`src/rtl/wb_sched_pkg.sv`:
```
// Shared types for the writeback slot scheduler: table depth, slot record, owner id.
// Owner ids are binary and sized for the default number of fixed-latency ports.
// No logic lives here.
package wb_sched_pkg;

    localparam int WbSchedDepth = 16;
    localparam int WbFixNum     = 3;
    localparam int WbOwnerW     = $clog2(WbFixNum);

    typedef logic [WbOwnerW-1:0] WbOwner_t;

    typedef struct packed {
        logic     valid;
        WbOwner_t owner;
    } WbSlot_t;

endpackage

```
`src/rtl/wb_sched_rr.sv`:
```
// Round-robin arbiter over active-low requests with a registered next-start pointer.
// Latency: combinational grant in the request cycle; pointer updates on the clock edge.
// Backpressure: en_i low suppresses all grants and holds the pointer.
module wb_sched_rr #(
    parameter int VAR_NUM = 3
) (
    input  logic               clk,
    input  logic               reset,
    input  logic               en_i,
    input  logic [VAR_NUM-1:0] req_n_i,
    output logic [VAR_NUM-1:0] gnt_n_o
);

    localparam int PW = (VAR_NUM > 1) ? $clog2(VAR_NUM) : 1;

    logic [PW-1:0]      ptr_q, ptr_d;
    logic [VAR_NUM-1:0] gnt;
    logic               found;

    // First pass searches from the pointer upward; second pass wraps to index 0.
    always_comb begin
        gnt   = '0;
        found = 1'b0;
        ptr_d = ptr_q;
        for (int i = 0; i < VAR_NUM; i++) begin
            if (en_i && !found && !req_n_i[i] && i >= int'(ptr_q)) begin
                gnt[i] = 1'b1;
                found  = 1'b1;
                ptr_d  = (i == VAR_NUM - 1) ? '0 : PW'(i + 1);
            end
        end
        for (int i = 0; i < VAR_NUM; i++) begin
            if (en_i && !found && !req_n_i[i]) begin
                gnt[i] = 1'b1;
                found  = 1'b1;
                ptr_d  = (i == VAR_NUM - 1) ? '0 : PW'(i + 1);
            end
        end
    end

    always_ff @(posedge clk) begin
        if (reset) begin
            ptr_q <= '0;
        end else begin
            ptr_q <= ptr_d;
        end
    end

    assign gnt_n_o = ~gnt;

endmodule

```
`src/rtl/wb_sched.sv`:
```
// CDB writeback scheduler: fixed units reserve future slots, variable units take free current slots.
// Latency: acks are combinational; a fixed grant with latency L owns the bus L cycles later.
// Backpressure: denied requesters hold their request; WB_SCHED_AGING_EN blocks reservations for starved variable units.
module wb_sched
    import wb_sched_pkg::*;
#(
    parameter int DEPTH   = WbSchedDepth,
    parameter int FIX_NUM = WbFixNum,
    parameter int VAR_NUM = 3,
    parameter int STARVE  = 8
) (
    input  logic                             clk,
    input  logic                             reset,
    input  logic                             flush,
    input  logic [FIX_NUM-1:0]               iss_req_,
    input  logic [FIX_NUM*$clog2(DEPTH)-1:0] iss_lat,
    output logic [FIX_NUM-1:0]               iss_ack_,
    output logic                             lat_err,
    input  logic [VAR_NUM-1:0]               var_req_,
    output logic [VAR_NUM-1:0]               var_ack_,
    output logic [FIX_NUM+VAR_NUM-1:0]       wb_sel_,
    output logic                             wb_e_
);

    localparam int LW = $clog2(DEPTH);

    WbSlot_t                    tab_q [DEPTH];
    WbSlot_t                    tab_d [DEPTH];
    logic                       lat_err_q, lat_err_d;
    logic                       starve;
    logic [LW-1:0]              lat;
    logic [DEPTH-1:0]           claim;
    logic [FIX_NUM-1:0]         iss_ack;
    logic [VAR_NUM-1:0]         var_gnt_n;
    logic [FIX_NUM+VAR_NUM-1:0] sel;

    // Entry k is bus cycle now+k, so a grant at latency L lands in next-state entry L-1.
    always_comb begin
        lat       = '0;
        claim     = '0;
        iss_ack   = '0;
        lat_err_d = 1'b0;
        for (int k = 0; k < DEPTH - 1; k++) begin
            tab_d[k] = tab_q[k+1];
        end
        tab_d[DEPTH-1] = '0;
        for (int p = 0; p < FIX_NUM; p++) begin
            lat = iss_lat[p*LW +: LW];
            if (!iss_req_[p]) begin
                if (lat == '0 || 32'(lat) >= DEPTH) begin
                    lat_err_d = 1'b1;
                end else if (!flush && !starve && !tab_q[lat].valid && !claim[lat]) begin
                    iss_ack[p]        = 1'b1;
                    claim[lat]        = 1'b1;
                    tab_d[lat - 1'b1] = '{valid: 1'b1, owner: WbOwner_t'(p)};
                end
            end
        end
        if (flush) begin
            for (int k = 0; k < DEPTH; k++) begin
                tab_d[k] = '0;
            end
        end
    end

    wb_sched_rr #(
        .VAR_NUM (VAR_NUM)
    ) u_rr (
        .clk     (clk),
        .reset   (reset),
        .en_i    (!tab_q[0].valid),
        .req_n_i (var_req_),
        .gnt_n_o (var_gnt_n)
    );

    always_comb begin
        sel = '0;
        if (tab_q[0].valid) begin
            for (int p = 0; p < FIX_NUM; p++) begin
                if (tab_q[0].owner == WbOwner_t'(p)) begin
                    sel[p] = 1'b1;
                end
            end
        end else begin
            sel[FIX_NUM +: VAR_NUM] = ~var_gnt_n;
        end
    end

`ifdef WB_SCHED_AGING_EN
    localparam int CW = $clog2(STARVE + 1);

    logic [CW-1:0] age_q [VAR_NUM];
    logic [CW-1:0] age_d [VAR_NUM];

    // A saturated counter holds off reservations until that requester wins a free slot.
    always_comb begin
        starve = 1'b0;
        for (int i = 0; i < VAR_NUM; i++) begin
            if (age_q[i] >= CW'(STARVE)) begin
                starve = 1'b1;
            end
            if (!var_req_[i] && var_gnt_n[i]) begin
                age_d[i] = (age_q[i] >= CW'(STARVE)) ? age_q[i] : age_q[i] + 1'b1;
            end else begin
                age_d[i] = '0;
            end
        end
    end

    always_ff @(posedge clk) begin
        if (reset) begin
            for (int i = 0; i < VAR_NUM; i++) begin
                age_q[i] <= '0;
            end
        end else begin
            age_q <= age_d;
        end
    end
`else
    logic unused_starve;

    assign starve        = 1'b0;
    assign unused_starve = (STARVE != 0);
`endif

    always_ff @(posedge clk) begin
        if (reset) begin
            for (int k = 0; k < DEPTH; k++) begin
                tab_q[k] <= '0;
            end
            lat_err_q <= 1'b0;
        end else begin
            tab_q     <= tab_d;
            lat_err_q <= lat_err_d;
        end
    end

    assign iss_ack_ = ~iss_ack;
    assign var_ack_ = var_gnt_n;
    assign wb_sel_  = ~sel;
    assign wb_e_    = ~|sel;
    assign lat_err  = lat_err_q;

endmodule

```
`config.mk`:
```
export PLATFORM = sky130hd
export DESIGN_NAME = wb_sched
export DESIGN_NICKNAME = d
export VERILOG_FILES = /design/src/rtl/wb_sched_pkg.sv /design/src/rtl/wb_sched_rr.sv /design/src/rtl/wb_sched.sv
export SDC_FILE = /design/constraint.sdc
export NUM_CORES = 1
export LEC_CHECK = 0
export CELL_PAD_IN_SITES_DETAIL_PLACEMENT = 0
export CELL_PAD_IN_SITES_GLOBAL_PLACEMENT = 1
export CORE_MARGIN = 10
export CORE_UTILIZATION = 30
export DETAILED_ROUTE_END_ITERATION = 16
export GPL_TIMING_DRIVEN = 0
export PLACE_DENSITY_LB_ADDON = 0.1
export SYNTH_ARGS = -nofsm -noshare
export SYNTH_HDL_FRONTEND = slang
export SYNTH_SLANG_ARGS = --single-unit
```
`constraint.sdc`:
```
create_clock -name clk -period 3.2 [get_ports clk]
set_input_delay 0.48 -clock clk [delete_from_list [all_inputs] [get_ports clk]]
set_output_delay 0.48 -clock clk [all_outputs]
set_load 0.005 [all_outputs]
```
==> impl_metrics.py, run 1 <==
metrics = {
    "route": {
        "firstDrtPassIters": 5,
        "dr_wl_met2_mm": 5.77,
        "route.detailed.wl_per_inst_um": 22.1,
        "drt-vias-per-instance": 5.85,
        "route.layer.met1.wl_mm": 6.19,
        "final_antenna_net_count": 0,
        "overall_routed_net_length_mm": 13.0,
        "number_of_vias_in_the_routed_layout": 3429,
        "initialDrtViolationCount": 275,
        "drcViolationCount": 0,
        "top_signal_layer_used": "met4",
        "met3WireLength_um": 793,
    },
    "placement": {
        "globalplace.congestion": 0.904,
        "placed_area_mm2": 0.00381,
        "place_inst": 568,
        "place.port_buffers": 25,
        "place.detailed.hpwl_mm": 9.76,
    },
    "final_layout": {
        "nets": 466,
        "areaGrowthSynthToFinish_pct": 22.0,
        "layout-drive-gt1-share_pct": 17.5,
        "post-route-cell-area_mm2": 0.00410,
        "post_layout_nonfiller_instances": 586,
        "num_antenna_cells": 0,
    },
    "critical_path": {
        "cp_cell_sequence": "dlygate4sd2_1 > nand2b_1 > or3_4 > or4_4 > nand4_4 > o31ai_4 > a221o_1 > buf_6 > a21o_1 > buf_2",
        "critical-path-max-stage-delay_ps": 450,
        "beginning_of_the_critical_path": "iss_lat[2]",
        "timing.setup.critical_path_class": "input port to output pin",
        "start_kind": "input port",
        "launch_instance_of_the_worst_register_to_register_path": "tab_q[26]$_SDFF_PP0_",
        "critical_path_required_ps": 2720,
        "critical_path.max_fanout": 8,
        "worst_path_max_delay_cell": "or4_4",
        "arrival_ps": 3090,
        "critical_path.endpoint_type": "output pin",
    },
    "floorplanning": {
        "die-area_mm2": 0.0158,
        "floorplan.rows": 38,
        "die_height_um": 126,
        "floorplan.core_area_mm2": 0.0109,
        "die_x_um": 126,
        "ioPinCount": 35,
        "floorplan.initialDensity_pct": 30.9,
    },
    "sta": {
        "fin_tns_setup_ps": -367,
        "worst_slack_setup_final_ps": -367,
        "final.min_clock_period_ps": 3570,
        "rsz0062_at_grt": "true",
        "final_report_max_slew_violation_count": 0,
        "worst_hold_slack_ps": 461,
        "layout_worst_path_cycle_share_pct": 111,
        "worst_clock_skew_ps": 7.77,
        "timing.fmax_mhz": 280,
        "timing_hold_violations_final": 0,
        "slew_headroom_pct": 54.2,
        "worstMarginPinSlew_ps": 687,
        "setup_viol": 1,
    },
    "synthesis": {
        "ys_async_sr_fraction_pct": 0,
        "synth.cells.most_frequent": "dfxtp_1, nor2_1, nand2_1",
        "ys.flop_type": "dfxtp_1",
        "synth_area_per_cell_um2": 8.38,
        "yosys.cell_count.top_type": "dfxtp_1",
        "synthesis.instances": 401,
        "yosys_warnings": 0,
        "yosys.area.top_type": "dfxtp_1",
        "synth.top_cell.area_share_pct": 30.4,
        "cells_taking_the_most_area_after_synthesis": "dfxtp_1, mux4_2, nor2_1",
        "netlist-cell-type-count": 72,
        "ys_seq_elements": 51,
        "synth.yosys.seq_area_share_pct": 30.4,
        "synth_edf_count": 0,
        "syn_area_mm2": 0.00336,
    },
    "clock_tree": {
        "clock_tree.htree_level_count": 2,
        "tritoncts": "done",
        "cts.path.max_buffers": 2,
        "cts_clock_pin_slew_for_the_worst_setup_and_hold_paths_ps": 100,
        "total_clock_sinks": 51,
        "clock_insertion_delay_worst_skew_ps": 330,
        "clk_root_buffer_cell": "clkbuf_8",
        "cts.hold.buffers_added": 0,
        "cts-buffers-inserted": 5,
    },
    "power": {
        "leakage_nw": 1.36,
        "power_per_cell_area_mw_per_mm2": 337,
        "peak_ir_drop_on_the_vdd_network_mv": 0.196,
    },
    "global_routing": {
        "first_global_vias": 3298,
        "global_route_wire_length_before_repair_mm": 20.2,
        "overflow": 0,
        "grt.total_usage_pct": 15.9,
        "number_of_antenna_violations_at_the_first_check_in_global_routing": 0,
        "grt_start_max_net_pins": 18,
    },
    "worst_hold_path": {
        "worst_hold_startpoint": "tab_q[33]$_SDFF_PP0_",
        "hold_path_class": "register to register",
    },
    "status": {
        "violated_checks": "negative setup slack",
        "status": "finished with violations",
    },
    "job": {
        "max_cap_violations": 0,
    },
}
[area by class of cell]
cell class	instances	area (um2)
sequential	51	1030
inverter	7	26.3
multi-input combinational	311	2280
buffer	34	178
timing repair buffer	35	318
clock inverter	3	23.8
fill	1160	6790
tap	140	175
clock buffer	5	68.8
[critical path, delay by kind of cell]
kind | cells | cell delay [ps]
AND/OR/NAND/NOR | 4 | 1270
buffers and inverters | 3 | 680
AO/OA/AOI/OAI | 3 | 650
[per-stage QoR]
step	power [W]	setup WS, ps	util (%)
after floorplan	0.000842	-101	-
after global placement	0.000959	-1360	35.0
after detailed placement	0.000957	-1310	35.0
after CTS	0.00139	-446	37.3
after global routing	0.00145	-448	37.7
final	0.00138	-367	37.7
[placed cells by master, fill, tap and decap left out, types with 4 or more instances in the layout]
cell type	Yosys	layout
a21oi_1	18	18
a22o_1	4	4
and3_1	8	8
buf_2	4	4
buf_4	0	10
clkbuf_1	27	17
clkbuf_2	0	8
clkbuf_8	0	5
clkdlybuf4s50_1	0	21
dfxtp_1	51	47
inv_1	7	7
mux2i_1	8	8
mux4_2	9	9
nand2_1	29	29
nand2b_1	18	18
nand3_1	8	8
nand3b_1	5	5
nor2_1	40	40
nor2b_1	8	8
nor3_1	15	14
o211ai_1	7	7
o21a_1	4	4
o21ai_0	16	16
o311ai_0	4	4
o31a_1	5	5
o31ai_1	11	10
or2_2	4	4
or3_1	9	9
xnor2_1	4	4
[power breakdown]
part	leakage [nW]	internal, W	switching [W]	total (W)
clock network	0.0461	0.000159	0.000258	0.000416
registers	0.416	0.000645	0.0000108	0.000655
logic	0.901	0.000123	0.000187	0.000310
total	1.36	0.000926	0.000456	0.00138
[repair_timing]
action | CTS | global route
gates resized for setup | 35 | 13
buffers inserted | 10 | 1
setup endpoints to repair | 45 | 9
pin swaps | 9 | 5
[final timing paths]
kind | to | slack, ps | cells past startpoint
worst max-delay path | iss_ack_[2] | -370 | 10
worst min-delay path | tab_q[36]$_SDFF_PP0_ | 460 | 2
worst max register to register | tab_q[26]$_SDFF_PP0_ | 180 | 9
worst min register to register | tab_q[36]$_SDFF_PP0_ | 460 | 2
[routing by layer]
| layer | GRT usage (%) | vias up |
|---|---|---|
| met5 | 0 | - |
| met4 | 3.68 | 0 |
| met3 | 3.27 | 21 |
| met2 | 24.7 | 131 |
| met1 | 22.0 | 1677 |
| li1 | - | 1600 |
[state kept, by name, indices dropped and copies added, names as in the netlist]
signal / cells
u_rr.ptr_q: 2
tab_q: 48
lat_err: 1
[kinds of logic after synthesis]
group,synth area share [%]
mux,8.75
simple gates,27.4
flops,30.4
buf+inv,5.18
other cells,0.112
compound gates,26.3
xor+xnor,1.82
No activity file was read; power rests on OpenSTA's default activity.
==> run 2: changes to the inputs <==
--- a/config.mk
+++ b/config.mk
@@ -7,8 +7,8 @@
 export LEC_CHECK = 0
 export CELL_PAD_IN_SITES_DETAIL_PLACEMENT = 0
 export CELL_PAD_IN_SITES_GLOBAL_PLACEMENT = 1
-export CORE_MARGIN = 10
 export CORE_UTILIZATION = 30
+export CTS_CLUSTER_SIZE = 8
 export DETAILED_ROUTE_END_ITERATION = 16
 export GPL_TIMING_DRIVEN = 0
 export PLACE_DENSITY_LB_ADDON = 0.1
==> impl_metrics.py, run 2 (same netlist as run 1, synthesis figures left out) <==
metrics = {
    "critical_path": {
        "timing.setup.critical_path_class": "register to output pin",
        "cp_cell_sequence": "mux4_2 > or3_4 > or4_4 > nand4_4 > o31ai_4 > a221o_2 > a21o_1 > buf_2",
        "worst_path_max_delay_cell": "mux4_2",
        "worst_path_dominant_cell_family": "simple AND/OR/NAND/NOR gates",
        "worstPathBufferInverterCount": 1,
        "start_kind": "register",
        "critical_path_required_ps": 2720,
        "critical_path.endpoint_type": "output pin",
        "arrival_ps": 2920,
        "critical-path-max-stage-delay_ps": 480,
        "critical_path.max_fanout": 4,
    },
    "clock_tree": {
        "cts.path.max_buffers": 2,
        "cts-buffers-inserted": 5,
        "total_clock_sinks": 51,
        "tritoncts": "done",
        "clock_insertion_delay_worst_skew_ps": 320,
        "clk_root_buffer_cell": "clkbuf_8",
        "cts_clock_pin_slew_for_the_worst_setup_and_hold_paths_ps": 100,
        "clock_tree.htree_level_count": 2,
    },
    "final_layout": {
        "post_layout_nonfiller_instances": 593,
        "mostFrequentLayoutCell": "dfxtp_1",
        "largest_reg_flops": 48,
        "num_antenna_cells": 0,
        "areaGrowthSynthToFinish_pct": 25.3,
        "largest-register": "tab_q",
        "nets": 473,
        "final_core_utilization_pct": 38.7,
        "layout.cells.most_common_list": "dfxtp_1, nor2_1, nand2_1",
        "layout-drive-gt1-share_pct": 21.4,
    },
    "worst_hold_path": {
        "hold_path_class": "register to register",
    },
    "route": {
        "firstDrtPassIters": 5,
        "final_antenna_net_count": 0,
        "overall_routed_net_length_mm": 12.9,
        "drt-vias-per-instance": 5.77,
        "met3WireLength_um": 670,
        "route.layer.met1.wl_mm": 6.13,
        "dr_wl_met2_mm": 5.69,
        "initialDrtViolationCount": 223,
        "top_signal_layer_used": "met4",
        "number_of_vias_in_the_routed_layout": 3424,
        "route.detailed.wl_per_inst_um": 21.8,
        "drcViolationCount": 0,
    },
    "sta": {
        "slew_headroom_pct": 51.5,
        "final.min_clock_period_ps": 3400,
        "fin_tns_setup_ps": -198,
        "worst_clock_skew_ps": 4.27,
        "setup_viol": 1,
        "timing_hold_violations_final": 0,
        "layout_worst_path_cycle_share_pct": 106,
        "worst_slack_setup_final_ps": -198,
        "worstMarginPinSlew_ps": 728,
        "rsz0062_at_grt": "true",
        "timing.fmax_mhz": 294,
        "final_report_max_slew_violation_count": 0,
    },
    "placement": {
        "post-place-ws_ps": -1330,
        "place.port_buffers": 25,
        "place_inst": 568,
        "place.detailed.hpwl_mm": 9.43,
        "globalplace.congestion": 0.881,
    },
    "status": {
        "status": "finished with violations",
        "violated_checks": "negative setup slack",
    },
    "global_routing": {
        "first_global_vias": 3318,
        "overflow": 0,
        "number_of_antenna_violations_at_the_first_check_in_global_routing": 0,
        "grt.total_usage_pct": 23.0,
        "grt_start_max_net_pins": 17,
        "global_route_wire_length_before_repair_mm": 19.6,
    },
    "power": {
        "clkPwrFrac_pct": 33.2,
        "leakage_nw": 1.43,
        "p_comb_share_pct": 21.9,
        "power_switching_w": 0.000450,
        "peak_ir_drop_on_the_vdd_network_mv": 0.233,
        "share_seq_of_total_power_pct": 44.9,
        "p_int_w": 0.00101,
        "power_per_cell_area_mw_per_mm2": 347,
        "power.switching_fraction_pct": 30.9,
    },
    "job": {
        "max_cap_violations": 0,
    },
    "floorplanning": {
        "die_x_um": 108,
        "die-area_mm2": 0.0116,
        "floorplan.rows": 38,
        "die_height_um": 108,
        "ioPinCount": 35,
        "floorplan.core_area_mm2": 0.0109,
        "floorplan.initialDensity_pct": 30.9,
    },
}
[run 2: worst register-to-register path, delay by kind of cell, from the launching register on]
| kind | cells | cell delay (ps) |
|---|---|---|
| and+or+nand+nor | 3 | 980 |
| AOI/OAI and AO/OA | 3 | 810 |
| muxes | 1 | 480 |
| buffers and inverters | 3 | 420 |
| DFF | 1 | 370 |
[run 2: final timing paths]
path	from	to	slack [ps]	cells after the start
worst min-delay path	tab_q[33]$_SDFF_PP0_	tab_q[36]$_SDFF_PP0_	460	2
worst max-delay path	tab_q[26]$_SDFF_PP0_	iss_ack_[2]	-200	8
worst max register to register	tab_q[26]$_SDFF_PP0_	tab_q[16]$_SDFF_PP0_	50	10
worst min register to register	tab_q[33]$_SDFF_PP0_	tab_q[36]$_SDFF_PP0_	460	2
[run 2: per-stage QoR]
stage | hold WS, ps | total power, W | area, um2
after CTS | 466 | 0.00146 | 4120
after global routing | 481 | 0.00151 | 4210
after detailed placement | 451 | 0.000956 | 3810
final | 461 | 0.00146 | 4210
after floorplan | 430 | 0.000842 | 3390
after global placement | 444 | 0.000958 | 3810
[run 2: area by class of cell]
type	instances	area (um2)
inverter	7	26.3
clock inverter	2	38.8
buffer	31	161
sequential	51	1040
clock buffer	6	72.6
tap	140	175
fill	1136	6680
timing repair buffer	45	399
multi-input combinational	311	2300
[run 2: layer usage]
metal  vias to the layer above  track usage, %
met3                        32            4.42
met4                         0            10.2
met1                      1669            31.4
met5                         -               0
met2                       117            34.9
li1                       1606               -
[run 2: repair_timing]
item / in CTS / in global routing
pin swaps: 9 / 12
hold buffers: 0 / 0
endpoints found under the setup margin: 45 / 11
setup buffers: 15 / 8
resized for setup: 33 / 40
[run 2: power by group through the flow]
stage	Combinational (W)	Clock [W]	Sequential (W)
6_report	0.000319	0.000485	0.000655
3_3_place_gp	0.000287	0	0.000670
2_1_floorplan	0.000176	0	0.000666
4_1_cts	0.000309	0.000495	0.000655
3_5_place_dp	0.000285	0	0.000670
5_1_grt	0.000340	0.000516	0.000657
==> run 3: changes to the inputs <==
--- a/config.mk
+++ b/config.mk
@@ -12,6 +12,7 @@
 export DETAILED_ROUTE_END_ITERATION = 16
 export GPL_TIMING_DRIVEN = 0
 export PLACE_DENSITY_LB_ADDON = 0.1
+export SKIP_CTS_REPAIR_TIMING = 1
 export SYNTH_ARGS = -nofsm -noshare
 export SYNTH_HDL_FRONTEND = slang
 export SYNTH_SLANG_ARGS = --single-unit
==> impl_metrics.py, run 3 (same netlist as run 1, synthesis figures left out) <==
metrics = {
    "clock_tree": {
        "cts.path.max_buffers": 2,
        "tritoncts": "done",
        "total_clock_sinks": 51,
        "cts_clock_pin_slew_for_the_worst_setup_and_hold_paths_ps": 110,
        "clock_insertion_delay_worst_skew_ps": 320,
        "cts-buffers-inserted": 5,
        "clk_root_buffer_cell": "clkbuf_8",
        "clock_tree.htree_level_count": 2,
    },
    "critical_path": {
        "worst_path_max_delay_cell": "or4_4",
        "critical_path.endpoint_type": "output pin",
        "r2r_slack_ps": -40,
        "cp_cell_sequence": "mux4_2 > or3_4 > or4_4 > nand4_4 > o31ai_4 > a221o_1 > buf_6 > a21o_1 > clkbuf_2",
        "timing.setup.critical_path_class": "register to output pin",
        "timing.reg2reg.worst_path_depth": 10,
        "critical_path_required_ps": 2720,
        "cp-endpoint": "iss_ack_[2]",
        "worstPathBufferInverterCount": 2,
        "beginning_of_the_critical_path": "tab_q[26]$_SDFF_PP0_",
        "worstReg2RegEnd": "tab_q[22]$_SDFF_PP0_",
        "worst_path_dominant_cell_family": "simple AND/OR/NAND/NOR gates",
        "arrival_ps": 3250,
        "crit_path_cell_count": 9,
        "launch_instance_of_the_worst_register_to_register_path": "tab_q[26]$_SDFF_PP0_",
        "critical-path-max-stage-delay_ps": 510,
        "start_kind": "register",
        "critical_path.max_fanout": 7,
    },
    "sta": {
        "timing_hold_violations_final": 0,
        "layout_worst_path_cycle_share_pct": 116,
        "setup_viol": 3,
        "final.min_clock_period_ps": 3730,
        "final_report_max_slew_violation_count": 0,
        "timing.fmax_mhz": 268,
        "slew_headroom_pct": 50.3,
        "worst_hold_slack_ps": 462,
        "worst_clock_skew_ps": 9.47,
        "worst_slack_setup_final_ps": -527,
        "rsz0062_at_grt": "true",
        "fin_tns_setup_ps": -878,
        "worstMarginPinSlew_ps": 745,
    },
    "global_routing": {
        "global_route_wire_length_before_repair_mm": 19.0,
        "grt_util_met2_pct": 34.2,
        "number_of_antenna_violations_at_the_first_check_in_global_routing": 0,
        "grt_start_max_net_pins": 17,
        "global_route.usage.met1_pct": 31.2,
        "overflow": 0,
        "grt_busiest_layer": "met2",
        "globalRouteMet3Util_pct": 3.81,
        "first_global_vias": 3172,
        "grt.total_usage_pct": 22.3,
    },
    "worst_hold_path": {
        "hold_path_class": "register to register",
    },
    "floorplanning": {
        "floorplan.initialDensity_pct": 30.9,
        "floorplan.core_area_mm2": 0.0109,
        "die_x_um": 108,
        "die-area_mm2": 0.0116,
        "die_height_um": 108,
        "ioPinCount": 35,
        "floorplan.rows": 38,
    },
    "route": {
        "route.detailed.wl_per_inst_um": 21.3,
        "drt-vias-per-instance": 5.72,
        "firstDrtPassIters": 5,
        "final_antenna_net_count": 0,
        "overall_routed_net_length_mm": 12.8,
        "drcViolationCount": 0,
        "number_of_vias_in_the_routed_layout": 3437,
        "initialDrtViolationCount": 191,
    },
    "status": {
        "violated_checks": "negative setup slack",
        "status": "finished with violations",
    },
    "final_layout": {
        "layout.cells.most_common_list": "dfxtp_1, nor2_1, nand2_1",
        "mostFrequentLayoutCell": "dfxtp_1",
        "num_antenna_cells": 0,
        "nets": 481,
        "layout-drive-gt1-share_pct": 19.1,
        "post_layout_nonfiller_instances": 601,
        "areaGrowthSynthToFinish_pct": 26.4,
        "largest_reg_flops": 48,
        "largest-register": "tab_q",
    },
    "power": {
        "leakage_nw": 1.46,
        "power_w": 0.00147,
        "peak_ir_drop_on_the_vdd_network_mv": 0.251,
        "power_per_cell_area_mw_per_mm2": 346,
    },
    "placement": {
        "place.port_buffers": 25,
        "post-place-ws_ps": -1330,
        "place_inst": 568,
        "place.detailed.hpwl_mm": 9.43,
        "globalplace.congestion": 0.881,
    },
    "job": {
        "max_cap_violations": 0,
    },
}
==> run 3: worst min path at each step <==
| stage | startpoint | end | slack, ps | cells after the start |
|---|---|---|---|---|
| floorplan | tab_q[33]$_SDFF_PP0_ | tab_q[36]$_SDFF_PP0_ | 430 | 2 |
| global placement | tab_q[33]$_SDFF_PP0_ | tab_q[36]$_SDFF_PP0_ | 440 | 2 |
| detailed placement | tab_q[33]$_SDFF_PP0_ | tab_q[36]$_SDFF_PP0_ | 450 | 2 |
| CTS | tab_q[33]$_SDFF_PP0_ | tab_q[36]$_SDFF_PP0_ | 470 | 2 |
| global route | tab_q[33]$_SDFF_PP0_ | tab_q[36]$_SDFF_PP0_ | 480 | 2 |
| finish | tab_q[33]$_SDFF_PP0_ | tab_q[36]$_SDFF_PP0_ | 460 | 2 |
==> run 3: power by group <==
| part | switching, W | internal (W) | leakage [nW] |
|---|---|---|---|
| Clock | 0.000249 | 0.000237 | 0.0558 |
| Combinational | 0.000190 | 0.000136 | 0.991 |
| Sequential | 0.0000107 | 0.000644 | 0.415 |
| Total | 0.000450 | 0.00102 | 1.46 |
==> run 3: cell type report <==
type | count | area (um2)
clock inverters | 2 | 38.8
well taps | 140 | 175
multi-input cells | 311 | 2280
fillers | 1133 | 6640
plain buffers | 33 | 159
repair buffers | 51 | 467
clock buffers | 6 | 72.6
inverters | 7 | 26.3
flip-flops and latches | 51 | 1030
==> run 3: tightest hold or removal path: cells and delay by family, from the launching register on <==
kind / cells / cell delay [ps]
compound gates: 1 / 60
simple gates: 1 / 50
flops: 1 / 310
==> run 3: metrics by stage <==
stage / instance area, um2 / util (%)
2_1_floorplan: 3390 / -
3_3_place_gp: 3810 / 35.0
3_5_place_dp: 3810 / 35.0
4_1_cts: 3920 / 36.0
5_1_grt: 4250 / 39.0
6_report: 4250 / 39.0
==> run 3: routing by layer <==
layer / vias to the layer above / wire length [um]
met1: 1670 / 6000
met4: 0 / 241
met2: 116 / 5810
met3: 20 / 742
li1: 1631 / -
met5: - / 0
